==> config.mk <==
export PLATFORM = sky130hd
export DESIGN_NAME = zero_indices_feeder
export DESIGN_NICKNAME = d
export VERILOG_FILES = /design/src/rtl/zero_indices_feeder.sv
export SDC_FILE = /design/constraint.sdc
export NUM_CORES = 1
export LEC_CHECK = 0
export CAP_MARGIN = 10
export CORE_UTILIZATION = 45
export DETAILED_ROUTE_END_ITERATION = 10
export PLACE_DENSITY = 0.64
export SKIP_LAST_GASP = 1
export SLEW_MARGIN = 20
export SYNTH_ARGS = -nofsm -noshare
export SYNTH_HDL_FRONTEND = slang
export SYNTH_SLANG_ARGS = --single-unit
==> constraint.sdc <==
create_clock -name clk -period 5.5 [get_ports clk]
set_input_delay 1.375 -clock clk [delete_from_list [all_inputs] [get_ports clk]]
set_output_delay 1.375 -clock clk [all_outputs]
set_load 0.02 [all_outputs]
==> src/rtl/zero_indices_feeder.sv <==
// Buffers producer vectors in a small FIFO and launches them one at a time into the
// zero-index enumeration engine. Optional all-ones skipping: ZERO_INDICES_FEEDER_SKIP_ONES_EN.
module zero_indices_feeder #(
    parameter int W     = 32,
    parameter int DEPTH = 4
) (
    input  logic                   clk,
    input  logic                   rst,
    input  logic                   s_valid,
    input  logic [W-1:0]           s_vector,
    output logic                   s_ready,
    input  logic                   eng_busy,
    output logic                   eng_start,
    output logic [W-1:0]           eng_vector,
    output logic [$clog2(DEPTH):0] occupancy,
    output logic [15:0]            dropped_cnt
);
    localparam int AW = $clog2(DEPTH);

    logic [W-1:0] mem [DEPTH];
    logic [AW:0]  wr_ptr;
    logic [AW:0]  rd_ptr;
    logic [W-1:0] head;
    logic         empty;
    logic         full;
    logic         push;
    logic         pop;
    logic         launch;
    logic         skip;

    // Pointers carry one extra wrap bit so full and empty are distinguishable.
    assign empty   = (wr_ptr == rd_ptr);
    assign full    = (wr_ptr[AW] != rd_ptr[AW]) && (wr_ptr[AW-1:0] == rd_ptr[AW-1:0]);
    assign s_ready = !full && !rst;
    assign push    = s_valid && s_ready;
    assign head    = mem[rd_ptr[AW-1:0]];

`ifdef ZERO_INDICES_FEEDER_SKIP_ONES_EN
    assign skip = !empty && (head == {W{1'b1}});

    always_ff @(posedge clk) begin
        if (rst) begin
            dropped_cnt <= '0;
        end else if (skip && (dropped_cnt != 16'hFFFF)) begin
            dropped_cnt <= dropped_cnt + 16'd1;
        end
    end
`else
    assign skip        = 1'b0;
    assign dropped_cnt = '0;
`endif

    // Busy is registered inside the engine and lags start by a cycle, so the
    // pulse we are currently driving must also block a new launch.
    assign launch = !empty && !eng_busy && !eng_start && !skip;
    assign pop    = launch || skip;

    // NOTE: storage has no reset; entries are only ever read between the pointers,
    // which are reset, so clearing the array would buy nothing.
    always_ff @(posedge clk) begin
        if (push) begin
            mem[wr_ptr[AW-1:0]] <= s_vector;
        end
    end

    // NOTE: every register here uses <= so all updates see pre-edge values.
    always_ff @(posedge clk) begin
        if (rst) begin
            wr_ptr     <= '0;
            rd_ptr     <= '0;
            occupancy  <= '0;
            eng_start  <= 1'b0;
            eng_vector <= '0;
        end else begin
            if (push) begin
                wr_ptr <= wr_ptr + 1'b1;
            end
            if (pop) begin
                rd_ptr <= rd_ptr + 1'b1;
            end
            if (push && !pop) begin
                occupancy <= occupancy + 1'b1;
            end else if (pop && !push) begin
                occupancy <= occupancy - 1'b1;
            end
            eng_start <= launch;
            if (launch) begin
                eng_vector <= head;
            end
        end
    end

endmodule

==> flow_summary_export.csv <==
group,metric,value,unit
status,status,"finished with violations",
status,violations,"DRC",
logic_synthesis,synth-simple-area-share,7.77,%
floorplan,die_area,0.0158,mm^2
critical_path,r2r-start,"rd_ptr[1]",
logic_synthesis,synth_ff_type,"edfxtp_1",
global_route,use_met1,19.5,%
global_route,grt_pass1_wl,18.7,mm
critical_path,slowest_delay,0.95,ns
critical_path,startpoint,"rd_ptr[1]",
global_route,grt_max_degree,83,
final_layout,drive_gt1_share,14.6,%
logic_synthesis,ys_async_sr_fraction,0,%
sta,hold_violations,0,
clock_tree,cts.sinks,170,
placed_design,gp_congestion,0.676,
final_layout,syn2layout_area_growth,19.7,%
worst_hold_path,hp-start,"eng_vector[15]",
global_route,grt_overflow,0,
logic_synthesis,synth_area_leaders,"edfxtp_1 56%, dfxtp_1 12%, mux4_2 8.5%, nand2b_1 6.5%, mux2i_1 5.1%",
clock_tree,clock-root-buffer,"clkbuf_16",
global_route,antenna_found_initial,0,
clock_tree,cts_setup_buffers,0,
clock_tree,clk_pin_slew,0.06,ns
pwr,power,3.20,mW
pwr,vdd_drop_max,0.299,mV
placed_design,portBuffers,72,
final_layout,n_antenna_cell,0,
sta,rsz0062_at_grt,"no",
flow_run,maxCapViolCount,0,
critical_path,path_cells,"xnor2_1 -> a31oi_1 -> clkdlybuf4s50_1",
logic_synthesis,synth_edf_count,128,
floorplan,pin_count,89,
critical_path,crit_path_end_kind,"output pin",
clock_tree,clk_path_buf_depth,2,
worst_hold_path,worst_hold_path_type,"flop to flop",
logic_synthesis,syn_inst,395,
logic_synthesis,netlist.area_leader.share,55.9,%
placed_design,hpwl,6.42,mm
sta,min_period_over_period,70.9,%
logic_synthesis,synthAdderAreaFrac,1.38,%
logic_synthesis,synthMuxAreaShare,16.2,%
global_route,met2_usage,26.6,%
floorplan,die_h,126,um
logic_synthesis,ys_ff_latch,170,
clock_tree,tritoncts,"built",
clock_tree,worstSkewPairLatency,0.42,ns
logic_synthesis,synth_compound_area_share,1.29,%
global_route,grt_pass1_vias,3558,
logic_synthesis,synth_area_per_cell,17.4,um^2
sta,slew_viol_final,0,
route,vias,3347,
clock_tree,hold_buffers,0,
route,totalWireLength,11.3,mm
floorplan,core,0.0147,mm^2
final_layout,stdcell_count,664,
clock_tree,post_cts_resized,0,
logic_synthesis,netlist.top_cell.by_area,"edfxtp_1",
global_route,grtUsageTotal,16.0,%
sta,clock_skew,0.0104,ns
critical_path,critPathRequiredTime,4.12,ns
sta,tightest_slew,0.946,ns
critical_path,start_kind,"flop",
global_route,grt-busiest-layer,"met2",
sta,setup_viol,0,
final_layout,final_cell_mix,"128 x edfxtp_1, 71 x nand2b_1, 71 x clkdlybuf4s50_1",
logic_synthesis,yosysSeqAreaShare,68.1,%
global_route,gr-usage-met3,4.45,%
logic_synthesis,synth_top_family_by_area,"multiplexers",
logic_synthesis,syn_area,0.00688,mm^2
route,drc,8,
placed_design,dpl.cell_count,632,
sta,finalSetupTns,0,ns
sta,fmax,0.256,GHz
pwr,p_leak,2.89,nW
final_layout,layout_commonest_cell,"edfxtp_1",
final_layout,nets,510,
floorplan,die_w,126,um
route,via_per_inst,5.04,
route,dr.pass1.iters,9,
logic_synthesis,yosysWarnings,0,
logic_synthesis,ys_types,35,
floorplan,row_count,44,
critical_path,critPathArrivalTime,2.53,ns
final_layout,num-fill-cells,1150,
route,ant_nets,0,
critical_path,critPathKind,"flop to output pin",
logic_synthesis,yosys.area_share.xor_xnor,1.11,%
critical_path,slowest_stage,"dfxtp_2",
floorplan,start_util,46.8,%
route,wl_per_cell,17.0,um
critical_path,worstPathMaxFanout,36,
route,drt-initial-drc-count,150,
sta,min_period,3.90,ns
clock_tree,numCtsBuffers,17,
clock_tree,htree_levels,4,
sta,maxSlewHeadroom,37.0,%
pwr,powerDensity,389,mW/mm^2
## path summary, 6_finish.rpt
kind	endpoint	slack, ns	depth (start not counted)
worst min register to register	eng_vector[15]	0.48	2
worst max register to register	occupancy[2]	2.19	9
worst max-delay path	s_ready	1.60	3
worst min-delay path	eng_vector[15]	0.48	2
## stage by stage
stage | area [um^2] | setup WS [ns] | utilization [%] | hold slack (ns)
floorplan | 6930 | 2.00 | - | 0.528
global placement | 7650 | 1.76 | 52.1 | 0.464
detailed placement | 7650 | 1.71 | 52.1 | 0.468
CTS | 8230 | 1.53 | 56.0 | 0.478
global route | 8230 | 1.44 | 56.0 | 0.501
finish | 8230 | 1.60 | 56.0 | 0.477
## critical path: cells and delay by family, from the launching register on
kind / cells / cell delay, ns
AO/OA/AOI/OAI: 1 / 0.23
XOR/XNOR: 1 / 0.30
flip-flops: 1 / 0.95
buffers and inverters: 1 / 0.62
## kinds of logic (layout without fill, tap and decap cells)
| family | Yosys count | after routing |
|---|---|---|
| flops | 170 | 170 |
| simple gates | 88 | 88 |
| mux | 69 | 69 |
| buf+inv | 42 | 112 |
| compound gates | 11 | 11 |
| fa+ha+maj | 7 | 7 |
| xor+xnor | 7 | 7 |
| other cells | 1 | 16 |
## cell usage after synthesis (all sizes together) (2+ instances only)
cell and count:
xor2 5, mux2i 35, nor2 7, nor4 2
mux2 2, a21oi 2, nand2b 71, mux4 32
a31oi 3, or3 2, dfxtp 42, ha 6
inv 6, xnor2 2, edfxtp 128, and2 3
buf 25, clkbuf 11
## where the power goes
part | internal (mW) | total (mW) | switching, mW
clock | 0.689 | 1.16 | 0.466
combinational | 0.273 | 0.536 | 0.263
sequential | 1.46 | 1.51 | 0.0494
total | 2.42 | 3.20 | 0.779
## flip-flops by register name, indices dropped and copies added, names as in the netlist
| signal | cells |
|---|---|
| eng_start | 1 |
| occupancy | 3 |
| wr_ptr | 3 |
| mem | 128 |
| eng_vector | 32 |
| rd_ptr | 3 |
## layer usage
layer / up-vias / part of all wire (%)
li1: 1593 / -
met1: 1670 / 44
met2: 73 / 51
met3: 11 / 3.4
met4: 0 / 1.2
met5: - / 0
## final cells by class
cell class,count,area [um^2],area share [%]
sequential,170,4690,56.9
multi-input combinational,198,1980,24.0
timing repair buffer,74,731,8.88
clock buffer,21,460,5.59
tap,184,230,2.80
clock inverter,11,121,1.47
inverter,6,27.5,0.334
No activity file was read; power rests on OpenSTA's default activity.
